`src/rtl/mc_ctrl_pkg.sv`:
```
// mc_ctrl_pkg: shared state, select and cmd encodings for the multi-cycle controller
package mc_ctrl_pkg;
    typedef enum logic [3:0] {
        S_FETCH    = 4'd0,
        S_DECODE   = 4'd1,
        S_MEMADR   = 4'd2,
        S_MEMRD    = 4'd3,
        S_MEMWB    = 4'd4,
        S_MEMWR    = 4'd5,
        S_EXECUTER = 4'd6,
        S_EXECUTEI = 4'd7,
        S_ALUWB    = 4'd8,
        S_BRANCH   = 4'd9
    } state_t;
    localparam logic [1:0] ALU_ADD = 2'b00;
    localparam logic [1:0] ALU_SUB = 2'b01;
    localparam logic [1:0] ALU_AND = 2'b10;
    localparam logic [1:0] ALU_ORR = 2'b11;
    localparam logic [1:0] SRCB_REG  = 2'b00;
    localparam logic [1:0] SRCB_IMM  = 2'b01;
    localparam logic [1:0] SRCB_FOUR = 2'b10;
    localparam logic [1:0] RES_ALUOUT = 2'b00;
    localparam logic [1:0] RES_RDATA  = 2'b01;
    localparam logic [1:0] RES_ALURES = 2'b10;
    localparam logic [3:0] CMD_AND = 4'b0000;
    localparam logic [3:0] CMD_SUB = 4'b0010;
    localparam logic [3:0] CMD_ADD = 4'b0100;
    localparam logic [3:0] CMD_TST = 4'b1000;
    localparam logic [3:0] CMD_CMP = 4'b1010;
    localparam logic [3:0] CMD_CMN = 4'b1011;
    localparam logic [3:0] CMD_ORR = 4'b1100;
    function automatic logic is_arith(input logic [3:0] cmd);
        return cmd == CMD_ADD || cmd == CMD_SUB || cmd == CMD_CMP || cmd == CMD_CMN;
    endfunction
    function automatic logic is_cmp_like(input logic [3:0] cmd);
        return cmd == CMD_CMP || cmd == CMD_CMN || cmd == CMD_TST;
    endfunction
endpackage

```
`src/rtl/mc_alu_decoder.sv`:
```
// mc_alu_decoder: maps data-processing cmd/S bits to ALUControl and FlagW
module mc_alu_decoder
    import mc_ctrl_pkg::*;
(
    input  logic       ALUOp,
    input  logic [4:0] Funct,
    output logic [1:0] ALUControl,
    output logic [1:0] FlagW
);
    logic [3:0] cmd;
    logic [1:0] alu;
    // cmd decode; outside execute states the ALU adds and no flags update
    always_comb begin
        cmd = Funct[4:1];
        alu = (cmd == CMD_SUB || cmd == CMD_CMP) ? ALU_SUB :
              (cmd == CMD_AND || cmd == CMD_TST) ? ALU_AND :
              (cmd == CMD_ORR)                   ? ALU_ORR : ALU_ADD;
        ALUControl = ALUOp ? alu : ALU_ADD;
        FlagW = ALUOp ? {Funct[0], Funct[0] & is_arith(cmd)} : 2'b00;
    end
endmodule

```
`src/rtl/mc_control_fsm.sv`:
```
// mc_control_fsm: multi-cycle main controller; CTRL_CMP_NOWB_EN suppresses ALUWB write for CMP/CMN/TST
module mc_control_fsm
    import mc_ctrl_pkg::*;
(
    input  logic       CLK,
    input  logic       RESET,
    input  logic [1:0] Op,
    input  logic [5:0] Funct,
    input  logic [3:0] Rd,
    output logic       PCS,
    output logic       RegW,
    output logic       MemW,
    output logic [1:0] FlagW,
    output logic       NextPC,
    output logic       IRWrite,
    output logic       AdrSrc,
    output logic       ALUSrcA,
    output logic [1:0] ALUSrcB,
    output logic [1:0] ALUControl,
    output logic [1:0] ResultSrc,
    output logic [1:0] ImmSrc,
    output logic [1:0] RegSrc
);
    state_t     state_q, state_d, cur;
    logic       alu_op, ir_write, next_pc, regw, memw, branch;
    logic [1:0] dec_ctl, dec_flagw;
    assign cur    = RESET ? S_FETCH : state_q;
    assign alu_op = (cur == S_EXECUTER) || (cur == S_EXECUTEI);
    mc_alu_decoder u_dec (
        .ALUOp      (alu_op),
        .Funct      (Funct[4:0]),
        .ALUControl (dec_ctl),
        .FlagW      (dec_flagw)
    );
    // state register with synchronous reset to FETCH
    always_ff @(posedge CLK) begin
        state_q <= RESET ? S_FETCH : state_d;
    end
    // next-state sequencing
    always_comb begin
        state_d = S_FETCH;
        case (state_q)
            S_FETCH:    state_d = S_DECODE;
            S_DECODE:   state_d = (Op == 2'b01) ? S_MEMADR :
                                  (Op == 2'b10) ? S_BRANCH :
                                  (Op == 2'b00) ? (Funct[5] ? S_EXECUTEI : S_EXECUTER) : S_FETCH;
            S_MEMADR:   state_d = Funct[0] ? S_MEMRD : S_MEMWR;
            S_MEMRD:    state_d = S_MEMWB;
            S_EXECUTER: state_d = S_ALUWB;
            S_EXECUTEI: state_d = S_ALUWB;
            default:    state_d = S_FETCH;
        endcase
    end
    // per-state datapath selects and raw enables; reset presents FETCH selects
    always_comb begin
        ir_write   = 1'b0;
        next_pc    = 1'b0;
        AdrSrc     = 1'b0;
        ALUSrcA    = 1'b0;
        ALUSrcB    = SRCB_REG;
        ResultSrc  = RES_ALUOUT;
        ALUControl = ALU_ADD;
        regw       = 1'b0;
        memw       = 1'b0;
        branch     = 1'b0;
        case (cur)
            S_FETCH: begin
                ir_write  = 1'b1;
                next_pc   = 1'b1;
                ALUSrcA   = 1'b1;
                ALUSrcB   = SRCB_FOUR;
                ResultSrc = RES_ALURES;
            end
            S_DECODE: begin
                ALUSrcA   = 1'b1;
                ALUSrcB   = SRCB_FOUR;
                ResultSrc = RES_ALURES;
            end
            S_MEMADR: begin
                ALUSrcB    = SRCB_IMM;
                ALUControl = Funct[3] ? ALU_ADD : ALU_SUB;
            end
            S_MEMRD: AdrSrc = 1'b1;
            S_MEMWB: begin
                ResultSrc = RES_RDATA;
                regw      = 1'b1;
            end
            S_MEMWR: begin
                AdrSrc = 1'b1;
                memw   = 1'b1;
            end
            S_EXECUTER: ALUControl = dec_ctl;
            S_EXECUTEI: begin
                ALUSrcB    = SRCB_IMM;
                ALUControl = dec_ctl;
            end
            S_ALUWB: begin
`ifdef CTRL_CMP_NOWB_EN
                regw = ~is_cmp_like(Funct[4:1]);
`else
                regw = 1'b1;
`endif
            end
            S_BRANCH: begin
                ALUSrcB   = SRCB_IMM;
                ResultSrc = RES_ALURES;
                branch    = 1'b1;
            end
            default: ;
        endcase
    end
    assign IRWrite = ir_write & ~RESET;
    assign NextPC  = next_pc & ~RESET;
    assign RegW    = regw & ~RESET;
    assign MemW    = memw & ~RESET;
    assign FlagW   = RESET ? 2'b00 : dec_flagw;
    assign PCS     = ~RESET & (branch | (regw & (Rd == 4'hF)));
    assign ImmSrc  = Op;
    assign RegSrc  = {Op == 2'b01, Op == 2'b10};
endmodule
```
`config.mk`:
```
export PLATFORM = sky130hd
export DESIGN_NAME = mc_control_fsm
export DESIGN_NICKNAME = d
export VERILOG_FILES = /design/src/rtl/mc_ctrl_pkg.sv /design/src/rtl/mc_alu_decoder.sv /design/src/rtl/mc_control_fsm.sv
export SDC_FILE = /design/constraint.sdc
export NUM_CORES = 1
export LEC_CHECK = 0
export CORE_MARGIN = 2
export CORE_UTILIZATION = 36
export DETAILED_ROUTE_END_ITERATION = 7
export GPL_TIMING_DRIVEN = 0
export PLACE_DENSITY = 0.78
export RECOVER_POWER = 50
export SETUP_SLACK_MARGIN = 0.02
export SLEW_MARGIN = 0
export SYNTH_ARGS = -nofsm -noshare
export SYNTH_HDL_FRONTEND = slang
export SYNTH_SLANG_ARGS = --single-unit
```
`constraint.sdc`:
```
create_clock -name CLK -period 1.5 [get_ports CLK]
set_input_delay 0.15 -clock CLK [delete_from_list [all_inputs] [get_ports CLK]]
set_output_delay 0.15 -clock CLK [all_outputs]
set_load 0.01 [all_outputs]
```
==> metrics.yaml, run 1 <==
outcome:
  status: "finished, violations left"
  violations: "negative setup slack"
clock_network:
  clk_pin_slew_ns: 0.04
  root_buffer: "clkbuf_4"
  cts_buffer_depth: 2
  numCtsBuffers: 3
  htree_levels: 1
  cts_tree: "built"
  insertion_delay_ns: 0.23
  cts.sinks: 4
floorplanning:
  ioPinCount: 33
  chipWidth_um: 42.8
  rows: 14
  dieArea_sq_um: 1840
  dieHeight_um: 42.8
  start_util_pct: 37.3
  core_area_sq_um: 1450
min_path:
  holdCritStartpoint: "Op[1]"
  hp-class: "in2reg"
setup_path:
  critPathArrivalTime_ns: 1.56
  worstSetupPathType: "reg2out"
  cp-start-kind: "flop"
  worstPathMaxFanout: 5
  cp.required_ns: 1.35
  cp-end-kind: "output port"
  rr_startpoint: "state_q[2]$_SDFF_PP0_"
  crit_path_start: "state_q[1]$_SDFF_PP0_"
layout:
  fin_nets: 135
  syn_to_final_growth_pct: 100
  antenna_cells: 0
  design_area_sq_um: 1090
  largest_register: "state_q"
  area.sequential_sq_um: 86.3
  multi_input_area_sq_um: 468
  layout_commonest_cell: "buf_4"
  fillerInstances: 102
  largestRegisters: "state_q x4"
  largest_reg_flops: 4
  drive_gt1_share_pct: 46.2
  mostFrequentLayoutCells: "16 x buf_4, 11 x clkdlybuf4s50_1, 9 x buf_2"
  fin_util_pct: 74.8
timing:
  skew_ns: 0.00124
  drv_slew: 0
  rsz0062_at_grt: "yes"
  tightest_slew_ns: 0.330
  fin_crit_sh_pct: 114
  final.min_clock_period_ns: 1.71
  relSlewSlack_pct: 77.8
  max_clock_freq_mhz: 586
  hold_viol: 0
  tns_ns: -0.551
  fin_ws_ns: -0.206
  finalSetupViolCount: 6
pwr:
  seqPwrFrac_pct: 23.1
  irDropWorstVdd_mv: 0.382
  p_comb_share_pct: 52.5
  power_density_nw_per_um2: 501
  switching_share_pct: 32.7
  p_sw_mw: 0.178
  finalPower_mw: 0.544
  clkPwrFrac_pct: 24.4
  p_leak_nw: 0.472
  power.internal_mw: 0.366
detailed_routing:
  avgViaCountPerCell: 5.21
  drt.antenna.violating_nets: 0
  post_drt_wl_per_cell_um: 13.9
  wirelength_um: 1880
  drc: 0
  drt-initial-drc-count: 2
  firstDrtPassIters: 4
  num_vias: 704
place:
  dp_hpwl_um: 1110
  gp_congestion: 0.723
  port_buffers: 32
  place_ws_ns: -0.566
  placed_cell_area_sq_um: 883
logic_synthesis:
  post_synth_num_cell_types: 34
  yosys.area.top_type: "dfxtp_1"
  syn_area_sq_um: 543
  ys_ff_latch: 4
  synthesis.nets: 83
  syn-instance-count: 69
  synth-seq-area-share_pct: 14.7
  synth.area.top_cells: "dfxtp_1 15%, buf_4 9.7%, nand2b_1 5.8%"
  synth.avg_cell_area_sq_um: 7.87
  synth_top_area_share_pct: 14.7
  ys_warn_count: 0
grt:
  grt_max_degree: 11
  grt_pass1_wl_um: 2810
  grt_pass1_vias: 660
  grt_use_total_pct: 20.3
  antenna_found_initial: 0
  grt_overflow: 0
job:
  maxCapViolCount: 0
-- power by group through the flow --
stage / Clock [mW] / Combinational, mW / Sequential (mW)
6_report: 0.133 / 0.286 / 0.126
5_1_grt: 0.144 / 0.306 / 0.127
4_1_cts: 0.139 / 0.255 / 0.125
3_5_place_dp: 0 / 0.220 / 0.124
3_3_place_gp: 0 / 0.215 / 0.124
2_1_floorplan: 0 / 0.120 / 0.121
-- worst max-delay path: stages, from the launching register on --
cell and delay (ns):
dfxtp_2 0.31, buf_6 0.12, buf_6 0.11, and3b_1 0.20, a21oi_1 0.05, o31ai_1 0.33
buf_2 0.21
-- repair_timing --
item / 4_1_cts / 5_1_grt
cloned: 1 / 0
hold buffers: 0 / 0
setup buffers: 9 / 6
endpoints found under the setup margin: 19 / 10
resized for setup: 64 / 20
pin swaps: 1 / 5
-- path summary, 6_finish.rpt --
kind / end / slack, ns / depth (start not counted)
max: ALUSrcB[0] / -0.21 / 6
min: state_q[1]$_SDFF_PP0_ / 0.41 / 4
min reg2reg: state_q[0]$_SDFF_PP0_ / 0.70 / 2
max reg2reg: state_q[2]$_SDFF_PP0_ / 0.24 / 4
-- layout make-up --
type | count | share of cell area, %
plain buffers | 9 | 9.09
flip-flops and latches | 4 | 7.94
well taps | 16 | 1.84
multi-input cells | 55 | 43.0
repair buffers | 47 | 35.7
inverters | 1 | 0.345
clock buffers | 3 | 2.07
-- logic make-up (layout without fill, tap and decap cells) --
kind of cell	Yosys count	count (layout)	synth area share (%)
xor+xnor	2	2	3.23
buf+inv	10	60	13.4
compound gates	14	14	18.2
simple gates	39	39	50.5
flops	4	4	14.7
-- metal layers --
layer	up-vias	track usage (%)	wire (um)
met2	38	34.2	941
met5	-	0	0
met4	0	13.1	49
li1	345	-	-
met1	315	24.1	759
met3	6	2.13	130
-- stage by stage --
| step | cells | hold slack [ns] |
|---|---|---|
| global placement | 117 | 0.616 |
| finish | 135 | 0.411 |
| detailed placement | 117 | 0.611 |
| CTS | 130 | 0.393 |
| global route | 135 | 0.459 |
| floorplan | 69 | 0.319 |
-- cell usage after synthesis, drive strengths merged --
library cell,number
a21boi,1
a21o,1
a21oi,6
a32oi,1
a41oi,1
and2,1
and3,1
and3b,2
and4bb,1
buf,9
dfxtp,4
inv,1
nand2,3
nand2b,5
nand3,3
nand3b,1
nor2,7
nor2b,5
nor3,1
nor4,4
nor4b,2
o21ai,2
o31ai,2
or2,2
or3,1
xnor2,1
xor2,1
No activity file was read; power rests on OpenSTA's default activity.
==> inputs of run 2 (changes only) <==
Settings changed: GPL_ROUTABILITY_DRIVEN from default to 0, SKIP_CTS_REPAIR_TIMING from default to 1.
==> run 2 against run 1 <==
  * The run still ends with negative setup slack left
  * Maximum frequency up 3.0%
  * Clock power rose by 4%
  * First-iteration DRC count increased to 2.5 times the previous value
  * Die area unchanged
  * Register-to-register slack worse by 0.05 ns
  * Via count fell by 1.4%
  * Total power is essentially flat
  * Combinational power down 2%
  * Largest power group unchanged
==> metrics.yaml, run 2 (same netlist as run 1, synthesis figures left out) <==
layout:
  drive_gt1_share_pct: 49.6
  syn_to_final_growth_pct: 104
  design_area_sq_um: 1110
  largest_reg_flops: 4
  stdcell_count: 137
  fin_nets: 137
  layout_commonest_cell: "buf_4"
  multi_input_area_sq_um: 449
  antenna_cells: 0
  mostFrequentLayoutCells: "16 x buf_4, 11 x clkdlybuf4s50_1, 10 x buf_2"
  fillerInstances: 97
  area.sequential_sq_um: 85.1
  largestRegisters: "state_q x4"
  largest_register: "state_q"
outcome:
  violations: "negative setup slack"
  status: "finished, violations left"
setup_path:
  max_stage_delay_ns: 0.32
  crit_path_frequent_cell: "buf_4"
  cp_top_family: "buffers and inverters"
  cp-end-kind: "output port"
  crit_slowest_cell: "dfxtp_2"
  cp-start-kind: "flop"
  worstSetupPathType: "reg2out"
  crit_buf_inv: 5
  cp_cell_sequence: "buf_6 > buf_6 > nor4_4 > nor2b_4 > buf_4 > buf_4 > buf_4"
  cp.required_ns: 1.35
  worstPathMaxFanout: 5
  critPathArrivalTime_ns: 1.51
timing:
  relSlewSlack_pct: 81.2
  hold_viol: 0
  tightest_slew_ns: 0.279
  fin_ws_ns: -0.157
  final.min_clock_period_ns: 1.66
  fin_crit_sh_pct: 110
  drv_slew: 0
  rsz0062_at_grt: "yes"
  finalSetupViolCount: 4
  skew_ns: 0.00567
  hold_slack_ns: 0.311
  max_clock_freq_mhz: 604
grt:
  grt_max_degree: 11
  grt_use_total_pct: 18.0
  grt_overflow: 0
  grt_pass1_vias: 594
  antenna_found_initial: 0
  grt_pass1_wl_um: 2460
job:
  maxCapViolCount: 0
clock_network:
  htree_levels: 1
  cts_tree: "built"
  cts_buffer_depth: 2
  insertion_delay_ns: 0.24
  clk_pin_slew_ns: 0.04
  numCtsBuffers: 3
  root_buffer: "clkbuf_4"
  cts.sinks: 4
floorplanning:
  core_area_sq_um: 1450
  ioPinCount: 33
  dieHeight_um: 42.8
  chipWidth_um: 42.8
  start_util_pct: 37.3
  rows: 14
  dieArea_sq_um: 1840
detailed_routing:
  firstDrtPassIters: 4
  avgViaCountPerCell: 5.07
  num_vias: 694
  wirelength_um: 1910
  drt-initial-drc-count: 5
  drt.antenna.violating_nets: 0
  post_drt_wl_per_cell_um: 13.9
  drc: 0
pwr:
  finalPower_mw: 0.545
  power_density_nw_per_um2: 492
  irDropWorstVdd_mv: 0.379
  p_leak_nw: 0.538
place:
  port_buffers: 32
  dp_hpwl_um: 1110
  placed_cell_area_sq_um: 883
  place_ws_ns: -0.566
  dp.cells: 117
min_path:
  hp-class: "in2reg"
## run 2: routing by layer
layer | routed length [um] | GRT usage [%]
met4 | 19 | 13.1
met1 | 794 | 20.8
met3 | 127 | 1.28
met2 | 967 | 30.6
met5 | 0 | 0
## run 2: final cells by class
class                   count  area share [%]
well taps                  16            1.81
clock buffers               3            2.04
plain buffers               9            8.94
multi-input cells          55            40.6
flip-flops and latches      4            7.69
repair buffers             49            38.6
inverters                   1           0.339
## run 2: report_power, final
part | internal [mW] | switching (mW)
logic | 0.162 | 0.117
clock network | 0.0898 | 0.0479
registers | 0.116 | 0.0116
total | 0.368 | 0.177
## run 2: worst paths after layout
| check | startpoint | endpoint | slack (ns) | depth (start not counted) |
|---|---|---|---|---|
| worst max-delay path | state_q[3]$_SDFF_PP0_ | NextPC | -0.16 | 7 |
| worst max register to register | state_q[1]$_SDFF_PP0_ | state_q[2]$_SDFF_PP0_ | 0.19 | 7 |
| worst min register to register | state_q[1]$_SDFF_PP0_ | state_q[2]$_SDFF_PP0_ | 0.65 | 3 |
| worst min-delay path | Op[1] | state_q[1]$_SDFF_PP0_ | 0.31 | 4 |
## run 2: stage by stage
stage,utilization [%],setup TNS (ns)
2_1_floorplan,-,0
3_3_place_gp,60.8,-4.35
5_1_grt,76.1,-0.898
4_1_cts,62.3,-5.64
6_report,76.1,-0.460
3_5_place_dp,60.8,-4.73
## run 2: worst register-to-register path: cells and delay by family, from the launching register on
family	cells	cell delay (ns)
AOI/OAI and AO/OA	2	0.23
DFF	1	0.32
buffers and inverters	5	0.65
==> inputs of run 3 (changes only) <==
Settings changed: CORE_ASPECT_RATIO from default to 1.1, CORE_UTILIZATION 36 to 38, CTS_BUF_LIST from default to sky130_fd_sc_hd__clkbuf_4, PLACE_DENSITY 0.78 to 0.82.
==> run 3 against run 2 <==
  * The run still ends with negative setup slack left
  * Die area down 4.8%
  * Critical endpoint is now RegW
  * Clock-buffer cell count is the same
  * Cell count down 5.8%
  * Largest cell class unchanged
  * Sequential share of layout area increased by 0.68 points
  * Hold slack lost 0.0095 ns
  * Via count increased by 0.29%
  * Maximum frequency about the same
  * Critical path type unchanged
  * Cell area down 8.1%
  * Global-route usage grew 0.58 points
  * Worst setup slack about the same
==> metrics.yaml, run 3 (same netlist as run 1, synthesis figures left out) <==
outcome:
  status: "finished, violations left"
  violations: "negative setup slack"
timing:
  fin_crit_sh_pct: 110
  tightest_slew_ns: 0.317
  relSlewSlack_pct: 78.7
  max_clock_freq_mhz: 604
  finalSetupViolCount: 3
  rsz0062_at_grt: "yes"
  drv_slew: 0
  tns_ns: -0.254
  final.min_clock_period_ns: 1.66
  skew_ns: 0.00124
  fin_ws_ns: -0.157
  hold_viol: 0
setup_path:
  reg2reg_to: "state_q[2]$_SDFF_PP0_"
  cp-end-kind: "output port"
  rr_startpoint: "state_q[2]$_SDFF_PP0_"
  worstSetupPathType: "reg2out"
  critPathArrivalTime_ns: 1.51
  worstPathMaxFanout: 5
  rrSetupSlack_ns: 0.25
  cp-start-kind: "flop"
  cp.required_ns: 1.35
  rr_worst_depth: 4
detailed_routing:
  post_drt_wl_per_cell_um: 14.7
  num_vias: 696
  firstDrtPassIters: 4
  drt-initial-drc-count: 13
  drc: 0
  wirelength_um: 1900
  avgViaCountPerCell: 5.40
  drt.antenna.violating_nets: 0
job:
  maxCapViolCount: 0
clock_network:
  cts_tree: "built"
  insertion_delay_ns: 0.24
  htree_levels: 1
  cts_buffer_depth: 2
  root_buffer: "clkbuf_4"
  numCtsBuffers: 3
  clk_pin_slew_ns: 0.04
  cts.sinks: 4
layout:
  area.sequential_sq_um: 85.1
  largest_reg_flops: 4
  largestRegisters: "state_q x4"
  multi_input_area_sq_um: 429
  largest_register: "state_q"
  antenna_cells: 0
  syn_to_final_growth_pct: 87.1
  mostFrequentLayoutCells: "11 x buf_4, 11 x clkdlybuf4s50_1, 11 x dlymetal6s2s_1"
  drive_gt1_share_pct: 42.5
  fin_util_pct: 75.3
  fillerInstances: 96
  fin_nets: 129
floorplanning:
  dieArea_sq_um: 1750
  dieHeight_um: 43.6
  core_area_sq_um: 1350
  ioPinCount: 33
  chipWidth_um: 40.0
  rows: 14
  start_util_pct: 40.3
place:
  place_ws_ns: -0.583
  dp_hpwl_um: 1160
  port_buffers: 32
grt:
  grt_max_degree: 11
  grt_pass1_wl_um: 2260
  antenna_found_initial: 0
  grt_pass1_vias: 568
  grt_overflow: 0
  grt_use_total_pct: 18.6
min_path:
  hold-path-endpoint: "state_q[0]$_SDFF_PP0_"
  holdCritStartpoint: "RESET"
  hp-class: "in2reg"
  hold_depth: 3
pwr:
  irDropWorstVdd_mv: 0.427
  p_leak_nw: 0.528
  finalPower_mw: 0.514
  power_density_nw_per_um2: 506
run 3: changes by cell type in the layout (fill, tap and decap cells not counted), moves of 3 or more:
| cell | delta |
|---|---|
| buf_2 | -3 |
| buf_4 | -5 |
| dlymetal6s2s_1 | +3 |
| buf_6 | -3 |
run 3: layer usage:
layer	wire length [um]	up-vias	GRT usage, %	part of all wire [%]
met3	135	5	1.54	7.1
met5	0	-	0	0
met2	1000	35	31.9	53
met1	717	321	21.4	38
li1	-	335	-	-
met4	46	0	10.3	2.4
run 3: cell type report:
| cell class | count | area share (%) |
|---|---|---|
| multi-input cells | 55 | 42.2 |
| repair buffers | 41 | 36.9 |
| flip-flops and latches | 4 | 8.37 |
| plain buffers | 9 | 7.88 |
| clock buffers | 3 | 2.22 |
| well taps | 16 | 1.97 |
| inverters | 1 | 0.369 |
run 3: worst max path at each step:
stage / from / slack, ns / end
4_1_cts: RESET / -0.59 / NextPC
3_5_place_dp: RESET / -0.58 / NextPC
5_1_grt: state_q[2]$_SDFF_PP0_ / -0.19 / RegW
3_3_place_gp: RESET / -0.56 / NextPC
2_1_floorplan: state_q[2]$_SDFF_PP0_ / 0.20 / NextPC
6_report: state_q[2]$_SDFF_PP0_ / -0.16 / RegW
run 3: report_power, final:
part           switching [mW]  total [mW]  internal (mW)
Combinational           0.111       0.250          0.139
Sequential             0.0103       0.126          0.116
Clock                  0.0479       0.138         0.0897
Total                   0.169       0.514          0.345
run 3: through the flow:
step                      hold WS (ns)  cell area [sq um]  std cells
after global placement           0.612                883        117
after global routing             0.305               1020        129
after CTS                        0.565                906        120
after detailed placement         0.626                883        117
final                            0.301               1020        129
after floorplan                  0.319                543         69
run 3: critical path, stage by stage (launching register included):
cell and delay (ns):
dfxtp_2 0.33, buf_6 0.13, buf_6 0.11, xnor2_2 0.12, buf_4 0.13, nor4_1 0.24, buf_2 0.21
